[src/rtl/mem_access.sv]
// MEM-stage data-memory access unit: issues req/ack bus accesses,
// stalls the pipeline while busy and hands the writeback triple to MEM/WB.
module mem_access #(
    parameter int TIMEOUT = 255
) (
    input  logic        clk,
    input  logic        rst,
    input  logic [4:0]  mem_waddr,
    input  logic        mem_we,
    input  logic [31:0] mem_wdata,
    input  logic [3:0]  mem_op,
    input  logic [31:0] mem_addr,
    input  logic [31:0] mem_sdata,
    input  logic [5:0]  ctrl_stall,
    input  logic [31:0] dm_rdata,
    input  logic        dm_ack,
    output logic        dm_req,
    output logic        dm_wr,
    output logic [31:0] dm_addr,
    output logic [3:0]  dm_be,
    output logic [31:0] dm_wdata,
    output logic        stall_req,
    output logic [4:0]  wb_waddr,
    output logic        wb_we,
    output logic [31:0] wb_wdata,
    output logic        err_misalign,
    output logic        err_timeout
);

    localparam logic [3:0] OP_LB  = 4'd1;
    localparam logic [3:0] OP_LBU = 4'd2;
    localparam logic [3:0] OP_LH  = 4'd3;
    localparam logic [3:0] OP_LHU = 4'd4;
    localparam logic [3:0] OP_LW  = 4'd5;
    localparam logic [3:0] OP_SB  = 4'd6;
    localparam logic [3:0] OP_SH  = 4'd7;
    localparam logic [3:0] OP_SW  = 4'd8;
    localparam logic [7:0] CNT_MAX = 8'(TIMEOUT - 1);

    typedef enum logic [1:0] {S_IDLE, S_BUSY, S_DONE} state_t;

    state_t      state;
    state_t      state_nx;
    logic [7:0]  cnt;
    logic [31:0] rdata_q;
    logic        err_q;
    logic [3:0]  op_q;
    logic [1:0]  off_q;

    logic        is_mem;
    logic        is_store;
    logic        misal;
    logic        issue;
    logic        timeout_hit;
    logic [3:0]  lane_be;
    logic [31:0] lane_wdata;
    logic [31:0] shifted;
    logic [31:0] load_data;
    logic        load_q;

    logic unused_stall_bits;
    assign unused_stall_bits = ^{ctrl_stall[5], ctrl_stall[3:0]};

    always_comb begin
        is_mem     = 1'b0;
        is_store   = 1'b0;
        misal      = 1'b0;
        lane_be    = 4'b0000;
        lane_wdata = mem_sdata;
        case (mem_op)
            OP_LB, OP_LBU: is_mem = 1'b1;
            OP_LH, OP_LHU: begin
                is_mem = 1'b1;
                misal  = mem_addr[0];
            end
            OP_LW: begin
                is_mem = 1'b1;
                misal  = |mem_addr[1:0];
            end
            OP_SB: begin
                is_mem     = 1'b1;
                is_store   = 1'b1;
                lane_be    = 4'b0001 << mem_addr[1:0];
                lane_wdata = {4{mem_sdata[7:0]}};
            end
            OP_SH: begin
                is_mem     = 1'b1;
                is_store   = 1'b1;
                misal      = mem_addr[0];
                lane_be    = 4'b0011 << mem_addr[1:0];
                lane_wdata = {2{mem_sdata[15:0]}};
            end
            OP_SW: begin
                is_mem     = 1'b1;
                is_store   = 1'b1;
                misal      = |mem_addr[1:0];
                lane_be    = 4'b1111;
            end
            default: is_mem = 1'b0;
        endcase
    end

    assign issue       = (state == S_IDLE) && is_mem && !misal;
    assign timeout_hit = (state == S_BUSY) && !dm_ack && (cnt == CNT_MAX);

    always_ff @(posedge clk) begin
        if (rst) state <= S_IDLE;
        else     state <= state_nx;
    end

    always_comb begin
        state_nx = state;
        unique case (state)
            S_IDLE: if (issue) state_nx = S_BUSY;
            S_BUSY: if (dm_ack || timeout_hit) state_nx = S_DONE;
            S_DONE: if (!ctrl_stall[4]) state_nx = S_IDLE;
            default: state_nx = S_IDLE;
        endcase
    end

    // Bus signals are launched once at issue and only dm_req changes afterwards.
    always_ff @(posedge clk) begin
        if (rst) begin
            dm_req      <= 1'b0;
            dm_wr       <= 1'b0;
            dm_addr     <= '0;
            dm_be       <= '0;
            dm_wdata    <= '0;
            rdata_q     <= '0;
            cnt         <= '0;
            err_timeout <= 1'b0;
            err_q       <= 1'b0;
            op_q        <= '0;
            off_q       <= '0;
        end else begin
            err_timeout <= 1'b0;
            if (issue) begin
                dm_req   <= 1'b1;
                dm_wr    <= is_store;
                dm_addr  <= {mem_addr[31:2], 2'b00};
                dm_be    <= is_store ? lane_be : 4'b1111;
                dm_wdata <= lane_wdata;
                cnt      <= '0;
                err_q    <= 1'b0;
                op_q     <= mem_op;
                off_q    <= mem_addr[1:0];
            end else if (state == S_BUSY) begin
                if (dm_ack) begin
                    rdata_q <= dm_rdata;
                    dm_req  <= 1'b0;
                end else if (timeout_hit) begin
                    dm_req      <= 1'b0;
                    err_timeout <= 1'b1;
                    rdata_q     <= '0;
                    err_q       <= 1'b1;
                end else begin
                    cnt <= cnt + 8'd1;
                end
            end
        end
    end

    assign shifted = rdata_q >> {off_q, 3'b000};
    assign load_q  = (op_q >= OP_LB) && (op_q <= OP_LW);

    always_comb begin
        case (op_q)
            OP_LB:   load_data = {{24{shifted[7]}}, shifted[7:0]};
            OP_LBU:  load_data = {24'd0, shifted[7:0]};
            OP_LH:   load_data = {{16{shifted[15]}}, shifted[15:0]};
            OP_LHU:  load_data = {16'd0, shifted[15:0]};
            default: load_data = rdata_q;
        endcase
    end

    always_comb begin
        stall_req    = 1'b0;
        wb_waddr     = mem_waddr;
        wb_we        = mem_we;
        wb_wdata     = mem_wdata;
        err_misalign = 1'b0;
        if (rst) begin
            wb_waddr = '0;
            wb_we    = 1'b0;
            wb_wdata = '0;
        end else begin
            unique case (state)
                S_IDLE: begin
                    if (is_mem) begin
                        wb_we        = 1'b0;
                        err_misalign = misal;
                        stall_req    = !misal;
                    end
                end
                S_BUSY: begin
                    stall_req = 1'b1;
                    wb_we     = 1'b0;
                end
                S_DONE: begin
                    if (load_q) begin
                        wb_we    = mem_we & ~err_q;
                        wb_wdata = load_data;
                    end else begin
                        wb_we = 1'b0;
                    end
                end
                default: wb_we = 1'b0;
            endcase
        end
    end

endmodule

[config.mk]
export PLATFORM = sky130hd
export DESIGN_NAME = mem_access
export DESIGN_NICKNAME = d
export VERILOG_FILES = /design/src/rtl/mem_access.sv
export SDC_FILE = /design/constraint.sdc
export NUM_CORES = 1
export LEC_CHECK = 0
export ABC_CLOCK_PERIOD_IN_PS = 2450
export BUFFER_PORTS_ARGS = -buffer_cell sky130_fd_sc_hd__buf_4
export CAP_MARGIN = 20
export CELL_PAD_IN_SITES_DETAIL_PLACEMENT = 1
export CELL_PAD_IN_SITES_GLOBAL_PLACEMENT = 1
export CORE_MARGIN = 3
export CORE_UTILIZATION = 35
export CTS_CLUSTER_SIZE = 40
export DETAILED_ROUTE_END_ITERATION = 16
export PLACE_DENSITY = 0.81
export SLEW_MARGIN = 30
export SYNTH_ARGS = -nofsm -noshare
export SYNTH_HDL_FRONTEND = slang
export SYNTH_SLANG_ARGS = --single-unit
export TNS_END_PERCENT = 30
[constraint.sdc]
create_clock -name clk -period 2.45 [get_ports clk]
set_input_delay 0.3675 -clock clk [delete_from_list [all_inputs] [get_ports clk]]
set_output_delay 0.3675 -clock clk [all_outputs]
set_load 0.03 [all_outputs]
* Yosys cells after proc, flatten, opt, wreduce, memory -nomap -nowiden
Index checks and enable logic that the tools add are counted.
** Word-level totals
- Bits in registers :: 118
- Input bits :: 147
- Output and inout port bits :: 111
- Logic and storage cells :: 98
** Operators by class
- Add/subtract/negate cells :: 1
- Magnitude comparators :: 2
- Eq/ne operators :: 18
- Shifts and indexed selects :: 3
- Multiplexer cells :: 32
- Bitwise operators :: 6
- Reductions and logical operators :: 24
** Operators with widths (number)
- $mux W32 :: 5
- $pmux W32 S4 :: 1
- $pmux W32 S2 :: 1
- $shr A32 B5 Y16 :: 1
- $eq A4 B3 Y1 const B :: 5
- $eq A4 B2 Y1 const B :: 4
- $mux W1 :: 15
- $pmux W4 S3 :: 1
- $reduce_and A3 Y1 :: 4
- $add A8 B1 Y8 const B :: 1
- $eq A4 B1 Y1 const B :: 2
- $eq A8 B8 Y1 const B :: 1
- $reduce_or A8 Y1 :: 1
- $mux W2 :: 3
- $pmux W1 S2 :: 3
- $pmux W2 S3 :: 1
- $reduce_or A2 Y1 :: 3
- $reduce_or A3 Y1 :: 2
- $logic_and A1 B1 Y1 :: 5
- $mux W5 :: 1
- $not A1 Y1 :: 5
- $eq A4 B4 Y1 const B :: 1
- $ge A4 B1 Y1 const B :: 1
- $le A4 B3 Y1 const B :: 1
- other kinds (15) :: 18

* Longest topological paths before layout
Gate-level depths: netlist (run 1).
- Depth after elaboration :: 7
- Mapped depth :: 8
- Depth with buffers taken out :: 6

* Least setup slack after synthesis (run 1)
Ideal clock, no wire load.
- Path type :: in2out
- Start point :: input port mem_op[1]
- End point :: output port err_misalign
- Arrival time :: 2.306 ns
- Required time :: 2.082 ns
- Setup slack :: -0.223 ns
- Stages :: 6
- Buffers on the path :: 3
- Cell sequence :: buf_2 -> or4b_4 -> or2_1 -> buf_6 -> buf_6 -> a211oi_1
** Between the ends
- Word-level cells in the longest chain between the ends :: 6
- Elaborated cells between the ends (all ways) :: 16
- Those cells by class :: 8 x eq/ne; 5 x mux; 3 x reduce/logical
** Ends and longest elaborated chain
- start, declared :: line 11 : input logic [3:0] mem_op,
- $eq A4 B3 Y1 (tied with other cells) :: line 70 : case (mem_op)
- $reduce_or A3 Y1 (no source line) (tied with other cells)
- $pmux W1 S2 / $mux W1 (equally long branches) :: line 70
- $mux W1 * :: line 189 : if (is_mem) begin
- $mux W1 * :: line 187 : unique case (state)
- $mux W1 * :: line 182 : if (rst) begin
- end, declared :: line 26 : output logic err_misalign,
Mark *: on every way between the ends. The rest lies on a longest branch, timed or not.

* Final worst setup path (run 1)
- Start point :: register op_q[2]
- End point :: output port wb_wdata[15]
** Between the ends
- Word-level cells in the longest chain between the ends :: 5
- Elaborated cells between the ends (all ways) :: 11
- Those cells by class :: 2 x order compare; 4 x eq/ne; 4 x mux; 1 x reduce/logical
** Ends and longest elaborated chain
- start, declared :: line 47 : logic [3:0] op_q;
- start signal, assigned :: line 145 : op_q <= mem_op;
- $ge A4 B1 Y1 (tied with other cells) :: line 164 : assign load_q = (op_q >= OP_LB) && (op_q <= OP_LW);
- $logic_and A1 B1 Y1 / $pmux W32 S4 (equally long branches) :: line 164, 167
- $mux W32 * :: line 200 : if (load_q) begin
- $mux W32 * :: line 187
- $mux W32 * :: line 182
- end, declared :: line 25 : output logic [31:0] wb_wdata,
Marked as above.

==> results.cfg, run 1 <==
[run_status]
status = finished, violations left
violations = setup timing

[synthesis]
ys.flop_type = dfxtp_1
netlist_top_cells_area = dfxtp_1, o31ai_1, a21oi_1, mux2i_1, nand2_1
ys_ff_latch = 118
synth_most_common_cell = dfxtp_1
synth_cell_type_count = 60
yosysSeqAreaShare_pct = 36.0
netlist_area_um2 = 6560
syn-instance-count = 816
synth_edf_count = 0
synthTopCellsByCount = dfxtp_1, nand2_1, a21oi_1, o21ai_0, o31ai_1
async_reset_ff_share_pct = 0
syn_avg_cell_area_um2 = 8.04
synth_area_leader_cell = dfxtp_1
yosys_warnings = 0
yosysTopAreaCellShare_pct = 36.0

[setup_path]
cp.required_ns = 2.08
crit_arrival_ns = 2.26
crit_top_cell = buf_6
endpoint_kind = primary output
cp_max_fo = 8
path_class = register to primary output
path_cells = buf_6, a2111o_1, a2111oi_4, buf_6, a221oi_2, buf_4
crit_path_max_incr_delay_ns = 0.49
cp_slowest_cell = a2111o_1
start_kind = register

[global_routing]
overflow = 0
grt_first_pass_wirelength_um = 40600
grt_pass1_vias = 7586
grt_max_degree = 57
antenna_found_initial = 0
grt_usage_pct = 24.9

[finish]
stdcell_count = 1274
syn2layout_area_growth_pct = 45.7
postLayoutCoreUtil_pct = 52.5
drive_above_1_share_pct = 36.5
diodes = 0
final_nets = 1182

[sta]
fin_skew_ns = 0.00715
finalCriticalPeriod_ns = 2.63
fmaxAchievable_mhz = 380
fin_ws_ns = -0.179
hold_viol = 0
slew_viol_final = 0
min_period_over_period_pct = 107
rsz0062_at_grt = yes
worst_slew_pin_slew_ns = 0.761
maxSlewHeadroom_pct = 49.1
setup_violations = 33

[pwr]
p_leak_uw = 0.00386
seqPwrFrac_pct = 33.3
internal_power_uw = 4450
switchingPower_uw = 2100
power_frac_clock_pct = 38.8
vdd_drop_max_mv = 0.517
totalPowerFinal_uw = 6550
powerDensity_nw_per_um2 = 685
combPwrFrac_pct = 27.8
swShare_pct = 32.1

[clock_tree]
cts_root_buf = clkbuf_16
clock-sinks = 118
cts_buffers = 17
clk_path_buf_depth = 2
cts_tree = yes
h-tree-depth = 4
clk_latency_ns = 0.42
ctsHoldBuffers = 0
path_clk_slew_ns = 0.05

[route]
drc = 0
via_count = 7527
wire_per_inst_um = 21.3
first_iter_violations = 409
firstDrtPassIters = 4
viasPerCell = 5.91
detail-route-antenna-nets = 0
drt_wl_total_um = 27200

[place]
gp_congestion = 0.816
dp_hpwl_um = 18000
portBuffers = 250
placed_cells = 1237
dp_slack_ns = -0.0569

[floorplanning]
initial_core_util_pct = 36.0
die_y_um = 143
io_pins = 258
fp-row-count = 49
fp.dieW_um = 143
core_area_um2 = 18200
dieArea_um2 = 20400

[worst_hold_path]
min_path_type = input port to register

[flow_run]
cap_violations = 0
## critical path, delay by kind of cell (launching register included)
| kind | cells | cell delay [ns] |
|---|---|---|
| compound gates | 3 | 0.92 |
| buf+inv | 3 | 0.56 |
| flops | 1 | 0.36 |
## state kept, by name, indices dropped and copies added, names as in the netlist
signal / count
err_timeout: 1
dm_addr: 30
rdata_q: 32
dm_be: 4
err_q: 1
cnt: 8
off_q: 2
dm_req: 1
dm_wr: 1
dm_wdata: 32
state: 2
op_q: 4
## placed cells by master (no fill, tap or decap), types with 23 or more instances in the layout
cell	instances
o31ai_1	60
mux2i_1	31
dfxtp_1	113
o21ai_0	63
nand4_1	46
buf_4	282
a21oi_1	79
a31oi_1	23
nor2_1	27
nand2_1	87
## per-stage QoR
step,hold slack [ns],TNS [ns],area (µm²)
after floorplan,0.450,-2.15,6570
after global placement,0.456,0,8650
after detailed placement,0.464,-0.236,8660
after CTS,0.186,-3.12,9410
after global routing,0.195,-6.69,9560
final,0.200,-4.20,9560
## kinds of logic after synthesis
| kind of cell | Yosys count | share of synthesized area, % |
|---|---|---|
| compound gates | 306 | 30.3 |
| simple gates | 243 | 19.4 |
| flops | 118 | 36.0 |
| buf+inv | 105 | 7.68 |
| mux | 35 | 5.36 |
| xor+xnor | 6 | 0.801 |
| fa+ha+maj | 2 | 0.381 |
| other cells | 1 | 0.0572 |
## path summary, 6_finish.rpt
check / start / end / slack [ns] / cells after the start
max: op_q[2]$_SDFFE_PP0P_ / wb_wdata[15] / -0.18 / 6
min: dm_rdata[11] / rdata_q[11]$_SDFFE_PP0P_ / 0.20 / 3
max reg2reg: state[0]$_SDFFE_PP0P_ / cnt[5]$_SDFFE_PP0N_ / 0.48 / 5
min reg2reg: dm_addr[3]$_SDFFE_PP0P_ / dm_addr[3]$_SDFFE_PP0P_ / 0.47 / 2
## final cells by class
type | instances | area [µm²]
Clock buffer | 22 | 464
Clock inverter | 9 | 126
Multi-Input combinational cell | 594 | 3920
Fill cell | 2162 | 8650
Inverter | 3 | 11.3
Timing Repair Buffer | 299 | 2380
Tap cell | 229 | 287
Sequential cell | 118 | 2370
## timing repair
| item | 4_1_cts | 5_1_grt |
|---|---|---|
| cloned | 0 | 2 |
| setup buffers | 1 | 3 |
| resized for setup | 37 | 19 |
| pin swaps | 15 | 17 |
| endpoints found under the setup margin | 33 | 35 |
## power by group through the flow
stage / clock network (µW) / logic, µW / registers (µW)
floorplan: 0 / 789 / 2400
global placement: 0 / 1650 / 2200
detailed placement: 0 / 1680 / 2210
CTS: 2570 / 1730 / 2180
global route: 2650 / 1940 / 2200
finish: 2540 / 1820 / 2180
## layer usage
metal | part of all wire (%) | vias up | track usage [%]
met5 | 0 | - | 0
met4 | 2.4 | 0 | 9.10
met3 | 6.7 | 43 | 6.50
met2 | 51 | 248 | 43.0
met1 | 40 | 3729 | 29.7
li1 | - | 3507 | -
Power figures use the tool's default switching activity.
==> inputs of run 2 (changes only) <==
Settings changed: SKIP_CTS_REPAIR_TIMING set to 1.
==> run 2 against run 1 <==
  * The flow still finishes with violations (setup timing)
  * Maximum frequency decreased by 0.35%
  * Register-to-register slack about the same
  * Clock skew about the same
  * Global-route usage decreased by 0.67 points
  * Sequential power about the same
  * First-iteration DRC count unchanged
  * Cell count about the same
  * Sequential share of layout area decreased by 0.22 points
  * Combinational power increased by 2%
  * Largest power group unchanged
==> results.cfg, run 2 (same netlist as run 1, synthesis figures left out) <==
[setup_path]
reg2reg_from = state[0]$_SDFFE_PP0P_
cp_max_fo = 8
crit_arrival_ns = 2.27
path_class = register to primary output
crit_path_max_incr_delay_ns = 0.36
path_buf_inv = 5
endpoint_kind = primary output
crit_family = buffers and inverters
rr_worst_depth = 5
cp.required_ns = 2.08
path_cells = buf_6, o21a_1, buf_6, nor3_4, buf_12, buf_12, o21ai_1, a221oi_2, buf_4
start_kind = register
worstReg2RegEnd = cnt[5]$_SDFFE_PP0N_
crit_cells = 9
reg2reg_slack_ns = 0.47
cp_slowest_cell = dfxtp_4

[route]
drt_wl_total_um = 27100
firstDrtPassIters = 7
first_iter_violations = 409
viasPerCell = 5.90
via_count = 7520
drc = 0
wire_per_inst_um = 21.3
detail-route-antenna-nets = 0

[floorplanning]
initial_core_util_pct = 36.0
fp.dieW_um = 143
fp-row-count = 49
io_pins = 258
dieArea_um2 = 20400
die_y_um = 143
core_area_um2 = 18200

[finish]
syn2layout_area_growth_pct = 47.0
top_regs = dm_wdata x32, rdata_q x32, dm_addr x30
stdcell_count = 1275
final_common_cell = buf_4
drive_above_1_share_pct = 37.3
diodes = 0
final_nets = 1183
postLayoutCoreUtil_pct = 53.0
layout.cells.most_common_list = buf_4, dfxtp_1, nand2_1

[clock_tree]
h-tree-depth = 4
clk_path_buf_depth = 2
path_clk_slew_ns = 0.05
clk_latency_ns = 0.43
cts_tree = yes
clock-sinks = 118
cts_buffers = 17
cts_root_buf = clkbuf_16

[place]
placed_cells = 1237
gp_congestion = 0.816
portBuffers = 250
dp_hpwl_um = 18000

[global_routing]
grt_first_pass_wirelength_um = 39600
grt_max_degree = 57
grt_pass1_vias = 7424
grt_usage_pct = 24.2
overflow = 0
antenna_found_initial = 0

[pwr]
switchingPower_uw = 2120
power_frac_clock_pct = 38.6
vdd_drop_max_mv = 0.523
powerDensity_nw_per_um2 = 683
totalPowerFinal_uw = 6590
combPwrFrac_pct = 28.2
swShare_pct = 32.2
seqPwrFrac_pct = 33.1
internal_power_uw = 4460
p_leak_uw = 0.00389

[sta]
slew_viol_final = 0
hold_viol = 0
finalCriticalPeriod_ns = 2.64
rsz0062_at_grt = yes
fmaxAchievable_mhz = 379
fin_ws_ns = -0.188
fin_skew_ns = 0.00763
worst_slew_pin_slew_ns = 0.762
min_period_over_period_pct = 108
tns_ns = -4.38
holdWs_ns = 0.200
maxSlewHeadroom_pct = 49.0
setup_violations = 32

[run_status]
violations = setup timing
status = finished, violations left

[worst_hold_path]
min_to = rdata_q[11]$_SDFFE_PP0P_
hold_start = dm_rdata[11]
hold_path_depth = 3
min_path_type = input port to register

[flow_run]
cap_violations = 0
==> run 2: changes by cell type in the layout (fill, tap and decap cells not counted), moves of 2 or more <==
cell,previous run,this run
nand2_1,87,85
buf_4,282,279
o21ai_1,2,13
o31ai_2,2,5
o21ai_0,63,52
buf_6,9,12
o31ai_1,60,56
nand2_2,3,5
==> run 2: how the worst max path moves through the flow <==
stage	endpoint	startpoint	slack (ns)
after floorplan	wb_wdata[21]	off_q[0]$_SDFFE_PP0P_	-0.13
after global placement	wb_wdata[5]	op_q[0]$_SDFFE_PP0P_	0.009
after detailed placement	wb_wdata[14]	op_q[0]$_SDFFE_PP0P_	-0.06
after CTS	wb_wdata[14]	op_q[0]$_SDFFE_PP0P_	-0.51
after global routing	wb_wdata[22]	op_q[0]$_SDFFE_PP0P_	-0.27
final	wb_wdata[8]	op_q[2]$_SDFFE_PP0P_	-0.19
==> run 2: cell type report <==
cell class	instances	area (µm²)
flip-flops and latches	118	2370
clock buffers	22	464
clock inverters	9	126
fillers	2149	8560
well taps	229	287
repair buffers	300	2400
multi-input cells	594	3980
inverters	3	11.3
==> run 2: layer usage <==
metal / share of wire [%] / vias to the layer above / track usage, %
li1: - / 3502 / -
met1: 39 / 3718 / 29.4
met2: 52 / 254 / 41.3
met3: 6.4 / 46 / 6.30
met4: 2.4 / 0 / 8.65
met5: 0 / - / 0
==> run 2: metrics by stage <==
stage / area, µm² / setup slack (ns)
final: 9640 / -0.188
after global routing: 9640 / -0.268
after CTS: 9250 / -0.508
after detailed placement: 8660 / -0.0569
after global placement: 8650 / 0.00894
after floorplan: 6570 / -0.127
==> run 2: power groups by stage <==
stage | registers, µW | clock network [µW] | logic [µW]
after detailed placement | 2210 | 0 | 1680
after global routing | 2200 | 2650 | 1980
after global placement | 2200 | 0 | 1650
after CTS | 2170 | 2570 | 1700
after floorplan | 2400 | 0 | 789
final | 2180 | 2550 | 1860
==> run 2: tightest hold or removal path, delay by kind of cell <==
kind | cells | cell delay [ns]
simple gates | 1 | 0.04
compound gates | 1 | 0.05
buf+inv | 1 | 0.11
